[config.mk]
export PLATFORM = sky130hd
export DESIGN_NAME = multicycle_logic_unit
export DESIGN_NICKNAME = d
export VERILOG_FILES = /design/src/rtl/multicycle_logic_unit.sv
export SDC_FILE = /design/constraint.sdc
export NUM_CORES = 1
export LEC_CHECK = 0
export ABC_AREA = 1
export ABC_CLOCK_PERIOD_IN_PS = 2700
export BUFFER_PORTS_ARGS = -buffer_cell sky130_fd_sc_hd__buf_2
export CAP_MARGIN = 20
export CORE_MARGIN = 3
export CORE_UTILIZATION = 51
export DETAILED_ROUTE_END_ITERATION = 8
export GPL_ROUTABILITY_DRIVEN = 0
export GPL_TIMING_DRIVEN = 0
export HOLD_SLACK_MARGIN = 0.1
export PLACE_DENSITY = 0.72
export RECOVER_POWER = 25
export REMOVE_ABC_BUFFERS = 1
export SLEW_MARGIN = 15
export SYNTH_ARGS = -nofsm -noshare
export SYNTH_HDL_FRONTEND = slang
export SYNTH_SLANG_ARGS = --single-unit
export TNS_END_PERCENT = 10
[constraint.sdc]
create_clock -name clk -period 2.7 [get_ports clk]
set_clock_uncertainty 0.2 [all_clocks]
set_input_delay 0.27 -clock clk [delete_from_list [all_inputs] [get_ports clk]]
set_output_delay 0.27 -clock clk [all_outputs]
set_load 0.03 [all_outputs]
[src/rtl/multicycle_logic_unit.sv]
// Sliced bitwise logic unit (AND/OR/XOR/NOR) for the multicycle ALU datapath.
// Processes SLICE bits of the captured operands per clock. Res/Zero update
// atomically on the final slice, and done pulses for one cycle.
//
// state | meaning
// ------+-----------------------------------------------------------
// IDLE  | waiting for start; Res/Zero hold the last completed result
// RUN   | one slice per clock from the captured operands into acc
module multicycle_logic_unit #(
    parameter int WIDTH = 32,
    parameter int SLICE = 8
) (
    input  logic             clk,
    input  logic             rst_n,
    input  logic             start,
    input  logic [1:0]       op,
    input  logic [WIDTH-1:0] A,
    input  logic [WIDTH-1:0] B,
    output logic             busy,
    output logic             done,
    output logic [WIDTH-1:0] Res,
    output logic             Zero
);

    localparam int N  = WIDTH / SLICE;
    localparam int CW = (N > 1) ? $clog2(N) : 1;
    localparam logic [CW-1:0] LAST = CW'(N - 1);

    // A width that does not divide evenly into slices cannot be built.
    generate
        if ((WIDTH % SLICE) != 0) begin : g_bad_cfg
            $error("multicycle_logic_unit: WIDTH must be a multiple of SLICE");
        end
    endgenerate

    typedef enum logic {
        IDLE = 1'b0,
        RUN  = 1'b1
    } state_t;

    state_t           state;
    logic [WIDTH-1:0] a_q;
    logic [WIDTH-1:0] b_q;
    logic [1:0]       op_q;
    logic [WIDTH-1:0] acc;
    logic [CW-1:0]    cnt;

    logic [SLICE-1:0] a_sl;
    logic [SLICE-1:0] b_sl;
    logic [SLICE-1:0] slice_res;
    logic [WIDTH-1:0] acc_next;

    // Current slice of the captured operands through the selected operation.
    always_comb begin
        a_sl = a_q[cnt*SLICE +: SLICE];
        b_sl = b_q[cnt*SLICE +: SLICE];
        case (op_q)
            2'b00:   slice_res = a_sl & b_sl;
            2'b01:   slice_res = a_sl | b_sl;
            2'b10:   slice_res = a_sl ^ b_sl;
            default: slice_res = ~(a_sl | b_sl);
        endcase
    end

    // Accumulator with the current slice merged in; on the last slice this
    // is the complete result that goes straight to Res.
    always_comb begin
        acc_next = acc;
        acc_next[cnt*SLICE +: SLICE] = slice_res;
    end

    // Control FSM, operand capture, slice accumulation and result register.
    always_ff @(posedge clk or negedge rst_n) begin
        if (!rst_n) begin
            state <= IDLE;
            a_q   <= '0;
            b_q   <= '0;
            op_q  <= 2'b00;
            acc   <= '0;
            cnt   <= '0;
            busy  <= 1'b0;
            done  <= 1'b0;
            Res   <= '0;
            Zero  <= 1'b1;
        end else begin
            done <= 1'b0;
            case (state)
                IDLE: begin
                    if (start) begin
                        a_q   <= A;
                        b_q   <= B;
                        op_q  <= op;
                        acc   <= '0;
                        cnt   <= '0;
                        busy  <= 1'b1;
                        state <= RUN;
                    end
                end
                RUN: begin
                    acc <= acc_next;
                    cnt <= cnt + 1'b1;
                    if (cnt == LAST) begin
                        Res   <= acc_next;
                        Zero  <= (acc_next == '0);
                        done  <= 1'b1;
                        busy  <= 1'b0;
                        state <= IDLE;
                    end
                end
                default: state <= IDLE;
            endcase
        end
    end

endmodule

=== Word level (Yosys, flattened, before mapping) ===
Cells that the tools add are included.

* Memory bits (read-only): 0
* Bits in writable memories: 0
* Output and inout port bits: 35
* Word-level logic and storage cells: 45
* Memories: 0
* Input port bits: 69
* Latch bits: 0
* Register bits: 136

* Add/subtract/negate cells: 2
* Order comparisons: 0
* Div/mod/pow operators: 0
* Shift-type cells: 4
* Multiply operators: 0
* Bitwise gates (word level): 5
* Reduce and logical (&&, ||, !) cells: 5
* Muxes and demuxes: 14
* Eq/ne operators: 5

{| class="wikitable"
|+ Operator list
! kind !! count
|-
| 32-bit one-hot mux with 2 select lines || 1
|-
| 32-bit by 6-bit indexed part select with 8-bit output || 2
|-
| 5-bit negator with 34-bit output || 1
|-
| 8-bit by 34-bit variable shift with 32-bit output, first input constant || 1
|-
| 8-bit by 34-bit indexed part select with 32-bit output || 1
|-
| 32-bit bitwise mux || 1
|-
| 32-bit zero test || 1
|-
| 32-bit 2-to-1 mux || 1
|-
| 8-bit one-hot mux with 3 select lines || 1
|-
| 8-bit bitwise AND || 1
|-
| 8-bit inverter || 1
|-
| 8-bit OR || 1
|-
| 8-bit XOR || 1
|-
| 1-bit 2-to-1 mux || 6
|-
| 2-bit AND reduction || 3
|-
| 2-bit == test, second input constant || 2
|-
| 1-bit one-hot mux with 2 select lines || 2
|-
| 2-bit one-hot mux with 2 select lines || 1
|-
| 2-bit by 1-bit adder with 2-bit output, second input constant || 1
|-
| 2-bit by 1-bit == test with 1-bit output, second input constant || 1
|-
| 2-bit zero test || 1
|-
| 2-bit 2-to-1 mux || 1
|-
| 2-bit by 1-bit inequality test with 1-bit output, second input constant || 1
|-
| 2-bit inequality test, second input constant || 1
|-
| 1-bit inverter || 1
|}

=== Depth between registers and ports, before layout ===
* Depth in word-level cells: 7
* Mapped depth: 19
* Depth with buffers taken out: 17

=== Least setup slack after synthesis ===
No wires, ideal clock.

* Path kind: reg-to-reg
* Start point: register cnt[0]
* End point: register Zero
* Buffers on the path: 2
* Clock period less this slack: 2787 ps
* Library setup time: 61 ps
* Data required time: 2439 ps
* Data arrival time: 2526 ps
* Path slack: -87 ps
* Cell stages (with the launch flop): 19
* Cells stage by stage: dfrtp_1 > buf_2 > inv_1 > clkbuf_1 > nand2_1 > a32oi_1 > inv_1 > ha_1 > o21ai_0 > nand3_2 > nand3_1 > nand2_1 > nor2_2 > nand2_1 > nor2_1 > nand2_1 > nor2_1 > nand3_1 > nand2_1

* Word-level cells in the longest chain between the ends: 7
* Elaborated cells between the ends (all ways): 14
* Those cells by class: add/sub: 1; eq/ne: 1; shift: 4; mux: 2; bitwise: 4; reduce/logical: 2

{| class="wikitable"
|+ Ends and longest elaborated chain
! item !! RTL line !! RTL
|-
| from (decl) || 46 || <nowiki>logic [CW-1:0] cnt;</nowiki>
|-
| from (signal assigned) || 101 || <nowiki>cnt <= cnt + 1'b1;</nowiki>
|-
| 32-bit by 6-bit indexed part select with 8-bit output (on tied branches) || 55, 56 ||
|-
| 8-bit OR || 59, 61 ||
|-
| 8-bit inverter || 61 || <nowiki>default: slice_res = ~(a_sl | b_sl);</nowiki>
|-
| 8-bit one-hot mux with 3 select lines || 57 || <nowiki>case (op_q)</nowiki>
|-
| 8-bit by 34-bit indexed part select with 32-bit output || 69 || <nowiki>acc_next[cnt*SLICE +: SLICE] = slice_res;</nowiki>
|-
| 32-bit bitwise mux || 69 ||
|-
| 32-bit zero test || 104 || <nowiki>Zero <= (acc_next == '0);</nowiki>
|-
| to (signal assigned) || 104 ||
|-
| to (decl) || 22 || <nowiki>output logic Zero</nowiki>
|}

Parallel ways exist; a longest one is shown, timed or not.
A chain may end at the register's enable or synchronous reset.

=== Worst setup path after layout ===
Same ends and word-level chain as after synthesis.

==> flow_metrics.tcl <==
set metrics [dict create \
    insertion_delay_ns 0.44 \
    final-setup-viol-count 9 \
    drt_iter0_markers 422 \
    run_status "finished with violations" \
    cts_tree "done" \
    drv_slew 66 \
    detailed_place_hpwl_um 10320 \
    placed_cells 951 \
    initial_core_util 0.5244 \
    pin_count 104 \
    vias 5799 \
    grt_antenna_before_repair 0 \
    start_kind "flop" \
    hold_ws_ns 0.2658 \
    rows 41 \
    tightest_slew_ns 1.651 \
    share_seq_of_total_power 0.301 \
    fin_tns_setup_ns -0.4387 \
    cp_common_cell "nand2_1" \
    critPathMaxFanout 16 \
    synth_top_area_share 0.5084 \
    pwr-share-clk 0.201 \
    grt_pass1_wl_um 28600 \
    grt_start_max_net_pins 72 \
    rsz0062_at_grt "yes" \
    grt_overflow 0 \
    critical_path_class "reg -> reg" \
    synthTopCellsByArea "dfrtp_1 51%, mux2_2 11%, nand2_1 11%" \
    layout_commonest_cell "nand2_1" \
    cap_viol_max_count 1 \
    reg2reg_from "cnt[0]" \
    fin_util 0.7186 \
    wl_met2_um 9404 \
    setup_ws_ns -0.1805 \
    vdd_drop_max_uv 737.0 \
    pwr_density_cell_nw_per_um2 1312 \
    drive_gt1_frac 0.3437 \
    dieArea_sq_um 14430 \
    grt_pass1_vias 5950 \
    ant_nets 0 \
    ys_ff_latch 136 \
    die_h_um 120.1 \
    core_sq_um 12670 \
    layout_common_cells "185 x nand2_1, 133 x dfrtp_1, 102 x buf_2" \
    cts_buffers 17 \
    internal-power_mw 6.870 \
    syn_inst 706 \
    comb_power_share 0.498 \
    yosys_warnings 0 \
    top_layer "met4" \
    crit_slowest_cell "dfrtp_2" \
    clockBufferDepth 2 \
    wl_per_cell_um 16.87 \
    cp.arrival_ns 3.05 \
    diodes 0 \
    worst_path_largest_cell_delay_ns 0.45 \
    worstSetupEndpointType "flop" \
    drt-pass1-iter-count 5 \
    cp_cell_sequence "buf_12 > clkinvlp_4 > buf_12 > nand2_1 > a32oi_2 > inv_1 > ha_2 > o21ai_2 > nand3_2 > nand3_1 > nand2_1 > nor2_1 > nand2_1 > nor2_2 > nand2_1 > nor2_2 > nand3_2 > nand2_1" \
    grt_util_all_layers 0.2524 \
    slew_headroom -0.1008 \
    hold_viol 0 \
    finalNonFillerCells 1074 \
    critPathRequiredTime_ns 2.87 \
    syn_avg_cell_area_sq_um 9.412 \
    yosysUniqueCellTypes 29 \
    wl_met3_um 982 \
    violations "capacitance limit, slew limit, setup timing" \
    startpoint "cnt[0]" \
    max_freq_mhz 347.2 \
    syn-cell-area_sq_um 6645 \
    cpLargestDelayFamily "simple AND/OR/NAND/NOR gates" \
    power_switching_mw 5.072 \
    cts_sinks 136 \
    wl_met1_um 7297 \
    switching_share 0.4247 \
    h-tree-depth 4 \
    area_growth_pct 37.02 \
    root_buffer "clkbuf_16" \
    worstHoldStart "Zero" \
    hp-class "reg -> reg" \
    drc 0 \
    period_minus_slack_ns 2.880 \
    clk_pin_slew_ns 0.06 \
    synth_area_leader_cell "dfrtp_1" \
    power_leakage_nw 4.382 \
    cp.buffers_inverters 4 \
    viasPerCell 5.399 \
    routed_wl_um 18110 \
    timing.final.crit_share 1.067 \
    synth-seq-area-share 0.5123 \
    post-place-ws_ns -1.242 \
    die_w_um 120.1 \
    io_buffers 103 \
    final_nets 980 \
]
## per-stage QoR
step | power (mW) | instance area, sq um
finish | 11.94 | 9105
global route | 12.73 | 9105
CTS | 11.25 | 8901
detailed placement | 8.194 | 7326
global placement | 7.906 | 7207
floorplan | 6.815 | 6476
## final timing paths
path                            endpoint  slack [ns]  depth (start not counted)
worst max-delay path                Zero       -0.18                         18
worst min-delay path                Zero        0.27                          2
worst max register to register      Zero       -0.18                         18
worst min register to register      Zero        0.27                          2
max in group asynchronous        a_q[26]        0.64                          3
min in group asynchronous        Res[10]        0.61                          2
## timing repair
| item | in CTS | in global routing |
|---|---|---|
| gates resized for setup | 37 | 50 |
| setup endpoints to repair | 65 | 83 |
| hold buffers | 68 | 0 |
| hold endpoints to repair | 133 | 0 |
| cloned | 2 | 0 |
| buffers inserted | 12 | 9 |
| pin swaps | 11 | 26 |
## per-layer routing
layer | track usage | vias up
li1 | - | 2717
met1 | 0.2983 | 2847
met2 | 0.4320 | 195
met3 | 0.06598 | 40
met4 | 0.1131 | 0
met5 | 0 | -
## flip-flops by register name, summed over array words and instances (netlist names)
signal / cells
Zero: 1
op_q: 2
done: 1
state: 1
Res: 32
b_q: 32
busy: 1
acc: 32
a_q: 32
cnt: 2
## cell type report
class	instances	area (sq um)
inverter	62	257.7
sequential	136	3407
clock buffer	20	466.7
tap	172	215.2
multi-input combinational	473	3097
timing repair buffer	198	1505
clock inverter	12	148.9
timing repair inverter	1	7.507
fill	927	3566
## worst reg2reg max path: stages (launching register included)
cell,delay [ns]
dfrtp_2,0.45
buf_12,0.16
clkinvlp_4,0.09
buf_12,0.14
nand2_1,0.07
a32oi_2,0.20
inv_1,0.07
ha_2,0.29
o21ai_2,0.14
nand3_2,0.12
nand3_1,0.12
nand2_1,0.09
nor2_1,0.11
nand2_1,0.09
nor2_2,0.08
nand2_1,0.07
nor2_2,0.16
nand3_2,0.10
nand2_1,0.07
## kinds of logic after synthesis
| family | Yosys count | share of synthesized area |
|---|---|---|
| DFF | 136 | 0.5123 |
| AOI/OAI and AO/OA | 109 | 0.09697 |
| adders and majority gates | 22 | 0.04142 |
| and+or+nand+nor | 277 | 0.1779 |
| buffers and inverters | 97 | 0.06119 |
| muxes | 65 | 0.1101 |
## synth_stat cells
library cell and number:
nand3_1 22, o21bai_1 1, inv_1 59, dfrtp_1 135
buf_2 12, clkinv_4 1, nand2_1 192, nor2_4 1
o21ai_1 2, buf_6 3, clkbuf_1 20, nor3_1 1
mux2_2 65, nand3_2 2, ha_1 22, nor2_2 3
o22ai_1 5, nor3_4 1, nor2_1 29, dfstp_2 1
a32oi_1 16, a22o_1 8, a21oi_1 18, o21ai_0 59
nand4_1 17, nor3_2 1, nand2_2 7, nand2_4 1
clkinv_1 2
## power groups by stage
stage | registers [mW] | clock network, mW | logic [mW]
finish | 3.59 | 2.40 | 5.95
global route | 3.70 | 2.51 | 6.52
CTS | 3.54 | 2.42 | 5.29
detailed placement | 3.57 | 0 | 4.62
global placement | 3.57 | 0 | 4.34
floorplan | 3.83 | 0 | 2.98
No activity file was read; power rests on OpenSTA's default activity.
